--- src/rtl/sva_result_collector.sv ---
// Collects assertion checker verdicts into counters and a timestamped
// event FIFO, with first-fail capture and optional halt on fail.
module sva_result_collector #(
  parameter int CNT_WIDTH    = 16,
  parameter int TS_WIDTH     = 16,
  parameter int FIFO_DEPTH   = 8,
  parameter bit STOP_ON_FAIL = 1'b0
) (
  input  logic                 sys_clk,
  input  logic                 sys_rst_n,
  input  logic                 clr,
  input  logic                 enable,
  input  logic                 gclk_posedge_flag,
  input  logic                 succ,
  input  logic                 fail,
  input  logic                 lazy_succ,
  output logic                 evt_valid,
  input  logic                 evt_ready,
  output logic [1:0]           evt_type,
  output logic [TS_WIDTH-1:0]  evt_ts,
  output logic [CNT_WIDTH-1:0] succ_cnt,
  output logic [CNT_WIDTH-1:0] fail_cnt,
  output logic [CNT_WIDTH-1:0] lazy_cnt,
  output logic                 first_fail_vld,
  output logic [TS_WIDTH-1:0]  first_fail_ts,
  output logic                 ovf,
  output logic [1:0]           state
);

  localparam int AW = $clog2(FIFO_DEPTH);

  typedef enum logic [1:0] {
    IDLE = 2'b00,
    RUN  = 2'b01,
    HALT = 2'b10
  } state_t;

  state_t               state_q, state_d;
  logic [TS_WIDTH-1:0]  ts_q, ts_d;
  logic [CNT_WIDTH-1:0] succ_q, succ_d;
  logic [CNT_WIDTH-1:0] fail_q, fail_d;
  logic [CNT_WIDTH-1:0] lazy_q, lazy_d;
  logic                 ffv_q, ffv_d;
  logic [TS_WIDTH-1:0]  ffts_q, ffts_d;
  logic                 ovf_q, ovf_d;
  logic [AW:0]          wr_q, wr_d;
  logic [AW:0]          rd_q, rd_d;
  logic [TS_WIDTH+1:0]  mem_q [FIFO_DEPTH];
  logic [TS_WIDTH+1:0]  head;

  logic       acc;
  logic       pop;
  logic       full;
  logic       push_req;
  logic       push_ok;
  logic       mem_we;
  logic [1:0] push_type;

  // Pointers carry an extra wrap bit to tell full from empty.
  assign evt_valid = (wr_q != rd_q);
  assign head      = mem_q[rd_q[AW-1:0]];
  assign evt_type  = evt_valid ? head[TS_WIDTH+1:TS_WIDTH] : 2'b00;
  assign evt_ts    = evt_valid ? head[TS_WIDTH-1:0] : '0;

  always_comb begin
    acc      = (state_q == RUN);
    pop      = evt_valid & evt_ready;
    full     = (wr_q[AW] != rd_q[AW]) &&
               (wr_q[AW-1:0] == rd_q[AW-1:0]);
    push_req = acc & (succ | fail | lazy_succ);
    push_ok  = push_req & (~full | pop);
    mem_we   = push_ok & ~clr;

    push_type = 2'b00;
    priority case (1'b1)
      fail:      push_type = 2'b10;
      succ:      push_type = 2'b01;
      lazy_succ: push_type = 2'b11;
      default:   push_type = 2'b00;
    endcase

    state_d = state_q;
    ts_d    = ts_q;
    succ_d  = succ_q;
    fail_d  = fail_q;
    lazy_d  = lazy_q;
    ffv_d   = ffv_q;
    ffts_d  = ffts_q;
    ovf_d   = ovf_q;
    wr_d    = wr_q;
    rd_d    = rd_q;

    if (acc) begin
      if (succ && succ_q != '1)      succ_d = succ_q + 1'b1;
      if (fail && fail_q != '1)      fail_d = fail_q + 1'b1;
      if (lazy_succ && lazy_q != '1) lazy_d = lazy_q + 1'b1;
      if (fail && !ffv_q) begin
        ffv_d  = 1'b1;
        ffts_d = ts_q;
      end
      if (gclk_posedge_flag) ts_d = ts_q + 1'b1;
    end

    if (push_ok)             wr_d  = wr_q + 1'b1;
    if (pop)                 rd_d  = rd_q + 1'b1;
    if (push_req & ~push_ok) ovf_d = 1'b1;

    unique case (state_q)
      IDLE: if (enable) state_d = RUN;
      RUN: begin
        if (STOP_ON_FAIL && fail) state_d = HALT;
        else if (!enable)         state_d = IDLE;
      end
      HALT:    state_d = HALT;
      default: state_d = IDLE;
    endcase

    if (clr) begin
      state_d = IDLE;
      ts_d    = '0;
      succ_d  = '0;
      fail_d  = '0;
      lazy_d  = '0;
      ffv_d   = 1'b0;
      ffts_d  = '0;
      ovf_d   = 1'b0;
      wr_d    = '0;
      rd_d    = '0;
    end
  end

  always_ff @(posedge sys_clk or negedge sys_rst_n) begin
    if (!sys_rst_n) begin
      state_q <= IDLE;
      ts_q    <= '0;
      succ_q  <= '0;
      fail_q  <= '0;
      lazy_q  <= '0;
      ffv_q   <= 1'b0;
      ffts_q  <= '0;
      ovf_q   <= 1'b0;
      wr_q    <= '0;
      rd_q    <= '0;
    end else begin
      state_q <= state_d;
      ts_q    <= ts_d;
      succ_q  <= succ_d;
      fail_q  <= fail_d;
      lazy_q  <= lazy_d;
      ffv_q   <= ffv_d;
      ffts_q  <= ffts_d;
      ovf_q   <= ovf_d;
      wr_q    <= wr_d;
      rd_q    <= rd_d;
    end
  end

  // Storage needs no reset: outputs are masked while the FIFO is empty.
  always_ff @(posedge sys_clk) begin
    if (mem_we) mem_q[wr_q[AW-1:0]] <= {push_type, ts_q};
  end

  assign state          = state_q;
  assign succ_cnt       = succ_q;
  assign fail_cnt       = fail_q;
  assign lazy_cnt       = lazy_q;
  assign first_fail_vld = ffv_q;
  assign first_fail_ts  = ffts_q;
  assign ovf            = ovf_q;

endmodule

--- config.mk ---
export PLATFORM = sky130hd
export DESIGN_NAME = sva_result_collector
export DESIGN_NICKNAME = d
export VERILOG_FILES = /design/src/rtl/sva_result_collector.sv
export SDC_FILE = /design/constraint.sdc
export NUM_CORES = 1
export LEC_CHECK = 0
export CAP_MARGIN = 20
export CORE_MARGIN = 2
export CORE_UTILIZATION = 45
export DETAILED_ROUTE_END_ITERATION = 7
export GPL_TIMING_DRIVEN = 0
export PLACE_DENSITY = 0.76
export SYNTH_ARGS = -nofsm -noshare
export SYNTH_HDL_FRONTEND = slang
export SYNTH_SLANG_ARGS = --single-unit
--- constraint.sdc ---
create_clock -name sys_clk -period 4.22 [get_ports sys_clk]
set_clock_uncertainty 0.2 [all_clocks]
set_input_delay 0.844 -clock sys_clk [delete_from_list [all_inputs] [get_ports sys_clk]]
set_output_delay 0.844 -clock sys_clk [all_outputs]
set_load 0.01 [all_outputs]
==> reports/metrics.cfg <==
[placement]
place_hpwl_um=16600
dp_cells=1125
dpl_cell_area_um2=11900
preCtsSetupSlack_ps=286
gp_congestion=0.866
port_buffers=95

[final_layout]
final_common_cell=edfxtp_1
fin_area_um2=12800
final_core_util_pct=56.5
most-common-layout-cells=144 x edfxtp_1, 94 x clkdlybuf4s50_1, 92 x dfrtp_1
fin_cells=1172
drive_gt1_share_pct=16.1
final_nets=883
antennaDiodeCount=0
area_delta_synth_final_pct=23.9

[sta]
finalCritPeriodShare_pct=96.8
finalHoldViolCount=0
finalSetupViolCount=0
setup_ws_ps=134
fmax_mhz=245
tightest_slew_ps=1040
slew_headroom_pct=29.9
setup_tns_ps=0
hold_slack_ps=50.0
fin_crit_ps=4090
slew_viol_final=0

[logic_synthesis]
netlist.area_leader.share_pct=42.0
ys_ff_latch=236
ys.flop_type=edfxtp_1
synth_top_family_by_area=simple AND/OR/NAND/NOR gates
synth.area.top_cells=edfxtp_1 42%, dfrtp_1 22%, mux4_2 7.9%, mux2i_1 2.4%, nor2_1 2.3%
synth-adder-area-share_pct=0.729
syn_inst=726
synth_fp_nets=741
yosysTopAreaCell=edfxtp_1
synth-simple-area-share_pct=12.7
synth_xor_area_share_pct=1.11
synth_compound_area_share_pct=7.16
ys_types=53
async_reset_ff_share_pct=39.0
yosysWarnings=0
synthMuxAreaShare_pct=12.3
syn_area_um2=10300
synth_seq_area_share_pct=64.3
synth_edf_count=144
avgSynthCellArea_um2=14.2

[global_route]
grt_use_met1_pct=29.0
grt_most_used_layer=met2
met2_usage_pct=34.7
grt_pass1_vias=7050
grt_pass1_wl_um=39100
grt_overflow=0
grt_use_total_pct=20.8
antenna_found_initial=0
grt_max_degree=68
met3_usage_pct=3.12

[cts]
htreeDepth=1
cts_tree=done
cts_setup_buffers=0
cts_buffer_depth=3
clk_pin_slew_ps=60
clock-sinks=236
cts_buffers=26
clockRootBuffer=clkbuf_16
hold_buffers=0
clock_latency_ps=520

[floorplan]
initial_core_util_pct=45.6
rows=55
die_h_um=155
core_um2=22600
ios=96
fp.dieW_um=155
die-area_um2=24100

[worst_setup_path]
cp_top_family=buffers and inverters
critPathRequiredTime_ps=3180
crit_start=wr_q[1]$_DFFE_PN0P_
crit_path_start_kind=flip-flop
path_max_fanout=10
critical_path_class=reg2out
slowest_delay_ps=590
endpoint_kind=output port
r2r-start=wr_q[1]$_DFFE_PN0P_
crit_slowest_cell=nor4_1
worstPathCellList=clkbuf_1 -> xor2_1 -> nor4_1 -> clkbuf_2 -> nor2_1 -> clkdlybuf4s50_1
crit_arrival_ps=3040
crit_buf_inv=3

[drt]
drt_iter0_markers=467
vias_per_cell=5.94
routed_wl_um=24800
drc=0
firstDrtPassIters=5
ant_nets=0
routedWlPerCell_um=21.1
vias=6964

[power]
irDropWorstVdd_uv=292
power.leakage_nw=4.39
power_density_nw_per_um2=414
power.total_mw=5.28

[outcome]
status=completed

[min_path]
hp-class=in2async

[run]
drv_cap=0

==> sequential cells by signal (all words and copies together) (netlist names) <==
| name | count |
|---|---|
| wr_q | 4 |
| fail_cnt | 16 |
| ts_q | 16 |
| ovf | 1 |
| first_fail_ts | 16 |
| first_fail_vld | 1 |
| state | 2 |
| rd_q | 4 |
| succ_cnt | 16 |
| lazy_cnt | 16 |
| mem_q | 144 |
==> cell usage after synthesis (all sizes together), types with 11 or more instances <==
library cell and count:
a21oi 36, a22o 16, clkbuf 26, dfrtp 92
edfxtp 144, mux2 18, mux2i 25, mux4 36
nand2 33, nand3 20, nand4 18, nor2 62
nor2b 20, nor3 14, nor4 13, o21ai 11
o31ai 18, or4 20, xor2 11
==> layout make-up <==
| type | count | area [µm²] |
|---|---|---|
| Inverter | 10 | 37.5 |
| Buffer | 35 | 158 |
| Clock buffer | 28 | 658 |
| Multi-Input combinational cell | 445 | 3540 |
| Clock inverter | 19 | 231 |
| Sequential cell | 236 | 6630 |
| Timing Repair Buffer | 114 | 1160 |
| Fill cell | 1752 | 9810 |
| Tap cell | 285 | 357 |
==> logic make-up (layout without fill, tap and decap cells) <==
kind of cell    count (synthesis)  after routing
simple gates                  239            239
flops                         236            236
compound gates                108            108
mux                            79             79
buf+inv                        45            206
xor+xnor                       13             13
fa+ha+maj                       6              6
==> worst paths after layout <==
check	endpoint	slack (ps)	cells past startpoint
min reg2reg	first_fail_ts[11]$_DFFE_PN0P_	310	1
max in group asynchronous	ovf$_DFFE_PN0P_	3100	2
min	lazy_cnt[15]$_DFFE_PN0P_	50	1
max	evt_type[0]	130	6
min in group sys_clk	first_fail_ts[11]$_DFFE_PN0P_	310	1
max reg2reg	mem_q[0][0]$_DFFE_PP_	840	7
==> metal layers <==
| layer | wire, µm | vias to the layer above |
|---|---|---|
| li1 | - | 3139 |
| met5 | 0 | - |
| met3 | 1430 | 45 |
| met1 | 10700 | 3536 |
| met4 | 530 | 0 |
| met2 | 12100 | 244 |
==> power breakdown <==
group | switching [mW] | internal (mW) | total (mW)
clock | 0.915 | 1.43 | 2.35
combinational | 0.244 | 0.217 | 0.462
sequential | 0.0141 | 2.45 | 2.47
total | 1.17 | 4.10 | 5.28
==> what timing repair did <==
| action | CTS | global route |
|---|---|---|
| setup endpoints to repair | 18 | 15 |
| pin swaps | 0 | 0 |
| gates resized for setup | 5 | 7 |
(Power assumes the default switching activity.)
